[src/rtl/parking_gate_ctrl.sv]
// Multi-lane parking gate controller: per-lane a/b direction FSMs feed
// enter/exit/seq_err pulses into a shared saturating occupancy counter.
// Ports: clk, reset (sync, active high); a/b sensors per lane;
// car_enter/car_exit/seq_err pulses per lane; cnt, full, empty, ovf, unf.
module parking_gate_ctrl #(
  parameter int N_LANES  = 2,
  parameter int CNT_W    = 8,
  parameter int CAPACITY = 200
) (
  input  logic               clk,
  input  logic               reset,
  input  logic [N_LANES-1:0] a,
  input  logic [N_LANES-1:0] b,
  output logic [N_LANES-1:0] car_enter,
  output logic [N_LANES-1:0] car_exit,
  output logic [N_LANES-1:0] seq_err,
  output logic [CNT_W-1:0]   cnt,
  output logic               full,
  output logic               empty,
  output logic               ovf,
  output logic               unf
);

  // Two guard bits: one for headroom above CAPACITY, one as sign.
  localparam int W = CNT_W + $clog2(N_LANES) + 2;
  localparam logic [W-1:0] CAP = W'(CAPACITY);

  typedef enum logic [2:0] {
    IDLE, E1, E2, E3, X1, X2, X3
  } state_t;

  state_t st     [N_LANES];
  state_t st_nxt [N_LANES];

  logic [N_LANES-1:0] enter_d;
  logic [N_LANES-1:0] exit_d;
  logic [N_LANES-1:0] err_d;

  logic [W-1:0] add;
  logic [W-1:0] sub;
  logic [W-1:0] sum;

  always_ff @(posedge clk) begin
    if (reset) begin
      for (int i = 0; i < N_LANES; i++) st[i] <= IDLE;
      car_enter <= '0;
      car_exit  <= '0;
      seq_err   <= '0;
    end else begin
      for (int i = 0; i < N_LANES; i++) st[i] <= st_nxt[i];
      car_enter <= enter_d;
      car_exit  <= exit_d;
      seq_err   <= err_d;
    end
  end

  always_comb begin
    enter_d = '0;
    exit_d  = '0;
    err_d   = '0;
    for (int i = 0; i < N_LANES; i++) begin
      st_nxt[i] = st[i];
      case (st[i])
        IDLE:
          case ({a[i], b[i]})
            2'b10:   st_nxt[i] = E1;
            2'b01:   st_nxt[i] = X1;
            2'b11:   err_d[i] = 1'b1;
            default: st_nxt[i] = IDLE;
          endcase
        E1:
          case ({a[i], b[i]})
            2'b11:   st_nxt[i] = E2;
            2'b10:   st_nxt[i] = E1;
            2'b00:   st_nxt[i] = IDLE;
            default: begin
              st_nxt[i] = IDLE;
              err_d[i]  = 1'b1;
            end
          endcase
        E2:
          case ({a[i], b[i]})
            2'b01:   st_nxt[i] = E3;
            2'b11:   st_nxt[i] = E2;
            2'b10:   st_nxt[i] = E1;
            default: begin
              st_nxt[i] = IDLE;
              err_d[i]  = 1'b1;
            end
          endcase
        E3:
          case ({a[i], b[i]})
            2'b00: begin
              st_nxt[i]  = IDLE;
              enter_d[i] = 1'b1;
            end
            2'b01:   st_nxt[i] = E3;
            2'b11:   st_nxt[i] = E2;
            default: begin
              st_nxt[i] = IDLE;
              err_d[i]  = 1'b1;
            end
          endcase
        X1:
          case ({a[i], b[i]})
            2'b11:   st_nxt[i] = X2;
            2'b01:   st_nxt[i] = X1;
            2'b00:   st_nxt[i] = IDLE;
            default: begin
              st_nxt[i] = IDLE;
              err_d[i]  = 1'b1;
            end
          endcase
        X2:
          case ({a[i], b[i]})
            2'b10:   st_nxt[i] = X3;
            2'b11:   st_nxt[i] = X2;
            2'b01:   st_nxt[i] = X1;
            default: begin
              st_nxt[i] = IDLE;
              err_d[i]  = 1'b1;
            end
          endcase
        X3:
          case ({a[i], b[i]})
            2'b00: begin
              st_nxt[i] = IDLE;
              exit_d[i] = 1'b1;
            end
            2'b10:   st_nxt[i] = X3;
            2'b11:   st_nxt[i] = X2;
            default: begin
              st_nxt[i] = IDLE;
              err_d[i]  = 1'b1;
            end
          endcase
        default: st_nxt[i] = IDLE;
      endcase
    end
  end

  // Enters and exits net out before clamping.
  always_comb begin
    add = '0;
    sub = '0;
    for (int i = 0; i < N_LANES; i++) begin
      add = add + W'(car_enter[i]);
      sub = sub + W'(car_exit[i]);
    end
    sum = W'(cnt) + add - sub;
  end

  always_ff @(posedge clk) begin
    if (reset) begin
      cnt <= '0;
      ovf <= 1'b0;
      unf <= 1'b0;
    end else if (sum[W-1]) begin
      cnt <= '0;
      unf <= 1'b1;
    end else if (sum > CAP) begin
      cnt <= CAP[CNT_W-1:0];
      ovf <= 1'b1;
    end else begin
      cnt <= sum[CNT_W-1:0];
    end
  end

  assign full  = (cnt == CAP[CNT_W-1:0]);
  assign empty = (cnt == '0);

endmodule

[config.mk]
export PLATFORM = sky130hd
export DESIGN_NAME = parking_gate_ctrl
export DESIGN_NICKNAME = d
export VERILOG_FILES = /design/src/rtl/parking_gate_ctrl.sv
export SDC_FILE = /design/constraint.sdc
export NUM_CORES = 1
export LEC_CHECK = 0
export ABC_AREA = 1
export CAP_MARGIN = 20
export CORE_MARGIN = 8
export CORE_UTILIZATION = 45
export DETAILED_ROUTE_END_ITERATION = 8
export GPL_TIMING_DRIVEN = 0
export HOLD_SLACK_MARGIN = 0.02
export PLACE_DENSITY = 0.69
export SYNTH_ARGS = -nofsm -noshare
export SYNTH_HDL_FRONTEND = slang
export SYNTH_SLANG_ARGS = --single-unit
[constraint.sdc]
create_clock -name clk -period 7.4 [get_ports clk]
set_input_delay 0.74 -clock clk [delete_from_list [all_inputs] [get_ports clk]]
set_output_delay 0.74 -clock clk [all_outputs]
set_load 0.02 [all_outputs]
==> impl_results.md, run 1 <==
* Die ar. at 6290 sq um
* Largest net degree at the start of global routing at 14
* Final Critical Period at 2.88 ns
* Pwr dens at 279 nW/um^2
* Core footprint at 3910 sq um
* GP Congestion at 0.910
* Post-synth cell types at 31
* Row Count at 23
* H-tree levels at 1
* IO Pins at 24
* Placed cell area at 2100 sq um
* Main synth FF type: dfxtp_1
* Seq/Total Area, Yosys at 24.4%
* Final instance area at 2170 sq um
* Delay-heaviest family, CP: adder cells
* Worst Path Max Fanout at 3
* CTS tree: done
* Final period util at 38.9%
* Post-Synthesis Cells at 262
* Setup TNS at 0 ns
* Setup-failing EPs final at 0
* Root buf cell: clkbuf_8
* Vias in the first global route at 1568
* Multi-input logic area at 1150 sq um
* RSZ-0062 raised after global routing: false
* Crit path kind: reg2reg
* Syn_nets at 299
* Die height at 79.3 microns
* Drt wl/cell at 10.5 microns
* Clk slew on worst S/H paths at 0.08 ns
* Post-DR vias/cell at 4.73
* Maximum VDD drop at 0.0915 mV
* Slew headroom at 69.6%
* Residual DRC count at 0
* Clock sink total at 22
* Total GRT Usage at 12.4%
* Port-buffer cells at 23
* Synth Cell Area at 1800 sq um
* CP Cell Sequence: inv_1 > fa_1 > inv_1 > fa_1 > inv_1 > ha_1 > inv_1 > fa_1 > inv_1 > nand3_1 > nand2_1 > nand2_1 > nand2_1 > nand3_1 > nand3_2 > nand2_1 > nand2_2 > nand2_1
* DR vias at 1603
* Post-CTS Setup Repair Bufs at 0
* Starting density of the core at 46.1%
* # hold bufs at CTS at 0
* Type of the most critical hold path: reg2reg
* Worst EP arrival at 3.04 ns
* Diode count at 0
* Largest stage delay on the critical path at 0.49 ns
* Proportion of layout cells with a drive suffix above 1 at 6.92%
* Reg-to-reg setup timing slack at 4.52 ns
* Area grow syn2layout at 20.2%
* CTS-repair resized insts at 0
* Routed WL at 3.55 mm
* Crit. End Element: flip-flop
* PnR worst setup slack at 4.52 ns
* Clock buffer depth at 2
* Largest area contributor in the netlist: dfxtp_1
* Post-synth EDFFs at 0
* Post-route antenna net violation count at 0
* Final nets at 327
* Pleak at 1.04 nW
* Pre-antenna DRT Iters at 4
* DP HPWL at 3.05 mm
* WP buf/inv at 5
* Fmax at 0.347 GHz
* Synth async-reset ratio at 0%
* Global route overflow at 0
* #FFs+latches synth at 22
* Req. time, crit path at 7.56 ns
* Mean area per synthesized cell at 6.88 sq um
* Drt first-iter violations at 75
* Slew Viols, Final at 0
* Final hold vios at 0
* CP max-delay cell: fa_1
* Max_cap viols at 0
* Die width at 79.3 microns
* First-pass GRT wire length at 6.49 mm
* Synth top area share at 24.4%
* Nature of the critical path startpoint: flip-flop
* Storage element area at 440 sq um
* Worst Skew at 0.00286 ns
* Synth area leaders: dfxtp_1 (24%), ha_1 (19%), inv_1 (11%)
* Outcome: completed
* Worst-Skew Late Latency at 0.26 ns
* Slew @ Worst Pin at 0.456 ns
* CTS Buf Count at 3
* Fillers at 399
* Place WS at 4.51 ns
* Antenna violations before repair at 0
* Yosys warnings at 0
-- sequential cells by signal, indices dropped and copies added, names as in the netlist --
register,cells
car_enter,2
car_exit,2
cnt,8
ovf,1
seq_err,2
st,6
unf,1
-- per-stage QoR --
step / std cells / power, mW / hold WS [ns] / utilization (%)
final: 339 / 0.605 / 0.471 / 55.4
after global routing: 339 / 0.671 / 0.507 / 55.4
after CTS: 339 / 0.613 / 0.469 / 55.4
after detailed placement: 335 / 0.501 / 0.454 / 53.5
after global placement: 335 / 0.499 / 0.452 / 53.5
after floorplan: 262 / 0.412 / 0.500 / -
-- report_power, final --
part	switching, mW	leakage (nW)	internal [mW]	total (mW)
registers	0.0130	0.180	0.136	0.149
clock network	0.0374	0.0357	0.0722	0.110
logic	0.213	0.826	0.134	0.347
total	0.263	1.04	0.342	0.605
-- synthesized netlist by cell type (all sizes together) (2+ instances only) --
cell type,count
inv,55
nand2,52
nor2,30
nand3,29
ha,28
dfxtp,22
a21oi,12
o21ai,8
nor3,7
fa,3
a21boi,2
a31oi,2
o22ai,2
or2,2
-- cell families after synthesis --
kind of cell	count (synthesis)	share of synthesized area, %
xor+xnor	1	0.486
simple gates	121	30.5
compound gates	30	9.92
fa+ha+maj	31	22.8
flops	22	24.4
buf+inv	57	11.9
-- placed cells by master (no fill, tap or decap), types with 2 or more instances in the layout --
| master | instances |
|---|---|
| nand3_1 | 27 |
| nand2_1 | 47 |
| a21oi_2 | 2 |
| ha_1 | 28 |
| nor3_1 | 7 |
| clkdlybuf4s50_1 | 23 |
| dfxtp_1 | 22 |
| nor2_1 | 27 |
| a31oi_1 | 2 |
| nand2_2 | 5 |
| clkbuf_8 | 3 |
| inv_2 | 2 |
| a21oi_1 | 10 |
| fa_1 | 3 |
| nor2_2 | 2 |
| o21ai_0 | 7 |
| inv_1 | 53 |
| a21boi_0 | 2 |
| o22ai_1 | 2 |
-- path summary, 6_finish.rpt --
kind / from / endpoint / cells past startpoint
worst min register to register: ovf / ovf / 2
worst min-delay path: ovf / ovf / 2
worst max-delay path: car_exit[0] / cnt[3] / 18
worst max register to register: car_exit[0] / cnt[3] / 18
-- worst register-to-register path, delay by kind of cell, from the launching register on --
kind / cells / cell delay, ns
DFF: 1 / 0.34
adders and majority gates: 4 / 1.40
buffers and inverters: 5 / 0.32
and+or+nand+nor: 9 / 0.73
-- routing by layer --
metal / global-route usage, % / part of all wire (%)
met5: 0 / 0
met4: 4.44 / 1.1
met3: 2.48 / 4.0
met2: 22.7 / 50
met1: 13.7 / 45
-- area by class of cell --
type	instances	area share, %
multi-input cells	183	52.9
flip-flops and latches	22	20.3
repair buffers	23	10.6
inverters	55	9.53
well taps	50	2.89
clock buffers	3	1.91
clock inverters	1	1.39
plain buffers	2	0.404
(Power assumes the default switching activity.)
==> run 2: changes to the inputs <==
--- a/config.mk
+++ b/config.mk
@@ -12,7 +12,7 @@
 export DETAILED_ROUTE_END_ITERATION = 8
 export GPL_TIMING_DRIVEN = 0
 export HOLD_SLACK_MARGIN = 0.02
-export PLACE_DENSITY = 0.69
+export PLACE_DENSITY = 0.72
 export SYNTH_ARGS = -nofsm -noshare
 export SYNTH_HDL_FRONTEND = slang
 export SYNTH_SLANG_ARGS = --single-unit
==> constraint.sdc (replaced) <==
create_clock -name clk -period 2.4 [get_ports clk]
set_input_delay 0.24 -clock clk [delete_from_list [all_inputs] [get_ports clk]]
set_output_delay 0.24 -clock clk [all_outputs]
set_load 0.02 [all_outputs]
==> run 2 against run 1 <==
- the flow now finishes with violations (negative setup slack)
- routed wire length rose by 7.8%
- final area rose by 3.3%
- non-clock buffer count did not move
- clock power rose by 140%
- combinational power rose to 3.5 times the previous value
- core utilization rose by 1.9 points
- sequential cell count did not move
- total power rose to 3.2 times the previous value
- cell count did not move
- via count rose by 4.2%
- global-route usage rose by 0.12 points
- critical path type unchanged
- largest cell class unchanged
==> impl_results.md, run 2 (synthesis gave the netlist of run 1 again) <==
* Starting density of the core at 46.1% (unchanged)
* Beginning of the worst register-to-register path: car_exit[0] (unchanged)
* Crit path kind: reg2reg (unchanged)
* Final hold vios at 0 (unchanged)
* Final Critical Period at 2.68 ns (was 2.88 ns)
* CTS tree: done (unchanged)
* CP max-delay cell: fa_1 (unchanged)
* Final instance area at 2240 sq um (was 2170 sq um)
* Hold path startpoint: ovf (unchanged)
* Type of the most critical hold path: reg2reg (unchanged)
* WHS at 0.467 ns (was 0.471 ns)
* RSZ-0062 raised after global routing: true (was false)
* Worst flop-to-flop path endpoint: cnt[4] (was cnt[3])
* Worst Path Max Fanout at 5 (was 3)
* Largest register FFs at 8 (unchanged)
* Pwr dens at 866 nW/um^2 (was 279 nW/um^2)
* Nature of the critical path startpoint: flip-flop (unchanged)
* Cells on worst reg2reg path at 18 (unchanged)
* GP Congestion at 0.906 (was 0.910)
* DP HPWL at 3.16 mm (was 3.05 mm)
* Row Count at 23 (unchanged)
* PnR worst setup slack at -0.281 ns (was 4.52 ns)
* Worst EP arrival at 2.84 ns (was 3.04 ns)
* Proportion of layout cells with a drive suffix above 1 at 14.9% (was 6.92%)
* Die ar. at 6290 sq um (unchanged)
* Port-buffer cells at 23 (unchanged)
* Area grow syn2layout at 24.2% (was 20.2%)
* Vias in the first global route at 1594 (was 1568)
* Slew @ Worst Pin at 0.456 ns (about the same)
* Crit. End Element: flip-flop (unchanged)
* Largest regs: cnt x8, st x6 (unchanged)
* Slew Viols, Final at 0 (unchanged)
* Biggest register: cnt (unchanged)
* Root buf cell: clkbuf_8 (unchanged)
* Clk slew on worst S/H paths at 0.08 ns (about the same)
* Reg-to-reg setup timing slack at -0.28 ns (was 4.52 ns)
* Outcome: complete, but fails checks (was completed)
* Die width at 79.3 microns (unchanged)
* Fmax at 0.373 GHz (was 0.347 GHz)
* Drt first-iter violations at 66 (was 75)
* Slew headroom at 69.6% (about the same)
* Pre-antenna DRT Iters at 4 (unchanged)
* Global route overflow at 0 (unchanged)
* Total GRT Usage at 12.5% (was 12.4%)
* Largest net degree at the start of global routing at 13 (was 14)
* Post-route antenna net violation count at 0 (unchanged)
* Clock sink total at 22 (unchanged)
* Antenna violations before repair at 0 (unchanged)
* Multi-input logic area at 1230 sq um (was 1150 sq um)
* Residual DRC count at 0 (unchanged)
* Core footprint at 3910 sq um (unchanged)
* First-pass GRT wire length at 6.64 mm (was 6.49 mm)
* IO Pins at 24 (unchanged)
* Die height at 79.3 microns (unchanged)
* Diode count at 0 (unchanged)
* Storage element area at 449 sq um (was 440 sq um)
* Largest stage delay on the critical path at 0.49 ns (about the same)
* Final nets at 327 (unchanged)
* Placed cell area at 2120 sq um (was 2100 sq um)
* Failing checks: negative setup slack
* Clock buffer depth at 2 (unchanged)
* Post-DR vias/cell at 4.93 (was 4.73)
* Fillers at 411 (was 399)
* Pleak at 1.06 nW (was 1.04 nW)
* CTS Buf Count at 3 (unchanged)
* Worst-Skew Late Latency at 0.26 ns (about the same)
* Req. time, crit path at 2.56 ns (was 7.56 ns)
* Max_cap viols at 0 (unchanged)
* Routed WL at 3.83 mm (was 3.55 mm)
* DR vias at 1670 (was 1603)
* Most common cell after layout, fill and taps aside: inv_1 (unchanged)
* Setup-failing EPs final at 10 (was 0)
* Maximum VDD drop at 0.309 mV (was 0.0915 mV)
* Drt wl/cell at 11.3 microns (was 10.5 microns)
* Final period util at 112% (was 38.9%)
* CP Cell Sequence: inv_2 > fa_1 > inv_1 > fa_2 > inv_2 > ha_4 > inv_2 > fa_2 > inv_2 > nand2_2 > nand2_2 > nand3_2 > nand2_1 > nand2_1 > nand2_2 > nand3_4 > nand3_4 > nor2_1 (was inv_1 > fa_1 > inv_1 > fa_1 > inv_1 > ha_1 > inv_1 > fa_1 > inv_1 > nand3_1 > nand2_1 > nand2_1 > nand2_1 > nand3_1 > nand3_2 > nand2_1 > nand2_2 > nand2_1)
* Most common cell on crit path: inv_2
* Worst Skew at 0.00428 ns (was 0.00286 ns)
* Commonest non-fill, non-tap cells in the layout: inv_1 (49), nand2_1 (39), nor2_1 (27), ha_1 (27), clkdlybuf4s50_1 (23) (was inv_1 (53), nand2_1 (47), ha_1 (28))
* H-tree levels at 1 (unchanged)
* Hold path depth at 2 (unchanged)
* Worst Hold Path EP: ovf (unchanged)
==> run 2: per-layer routing <==
| layer | global-route usage [%] | vias to the layer above | part of all wire (%) |
|---|---|---|---|
| met3 | 2.14 | 4 | 3.6 |
| met2 | 23.5 | 29 | 51 |
| met4 | 3.33 | 0 | 0.47 |
| met1 | 14.0 | 760 | 45 |
| met5 | 0 | - | 0 |
| li1 | - | 877 | - |
==> run 2: cell type report <==
class | instances | area share (%)
inverters | 55 | 9.22
plain buffers | 2 | 0.391
well taps | 50 | 2.79
flip-flops and latches | 22 | 20.1
repair buffers | 23 | 10.3
clock buffers | 4 | 2.46
multi-input cells | 183 | 54.8
==> run 2: how the worst max path moves through the flow <==
stage,startpoint,to,slack [ns],cells past startpoint
2_1_floorplan,car_exit[0],cnt[3],-0.22,18
3_5_place_dp,car_exit[0],ovf,-0.39,19
5_1_grt,car_exit[0],cnt[3],-0.43,19
3_3_place_gp,car_exit[0],ovf,-0.33,19
6_report,car_exit[0],cnt[4],-0.28,18
4_1_cts,car_exit[0],ovf,-0.28,18
==> run 2: through the flow <==
step / setup WS, ns / power (mW) / cells / setup TNS, ns / utilization [%]
after floorplan: -0.224 / 1.28 / 262 / -1.82 / -
after global placement: -0.331 / 1.54 / 335 / -2.76 / 54.2
after detailed placement: -0.388 / 1.56 / 335 / -3.26 / 54.2
after CTS: -0.282 / 1.90 / 339 / -2.33 / 56.8
after global routing: -0.430 / 2.12 / 339 / -4.00 / 57.2
final: -0.281 / 1.94 / 339 / -2.50 / 57.2
==> run 2: report_power, final <==
| group | switching (mW) | internal, mW |
|---|---|---|
| Sequential | 0.0407 | 0.416 |
| Combinational | 0.754 | 0.468 |
| Clock | 0.116 | 0.146 |
==> run 2: what timing repair did <==
action / 4_1_cts / 5_1_grt
gates resized for setup: 11 / 5
setup endpoints to repair: 10 / 10
endpoints found under the hold margin: 0 / 0
pin swaps: 7 / 1
buffers inserted: 0 / 0
hold buffers: 0 / 0
==> run 2: worst max-delay path: cells and delay by family, from the launching register on <==
| kind | cells | cell delay, ns |
|---|---|---|
| and+or+nand+nor | 9 | 0.65 |
| adders and majority gates | 4 | 1.30 |
| buffers and inverters | 5 | 0.27 |
| DFF | 1 | 0.35 |
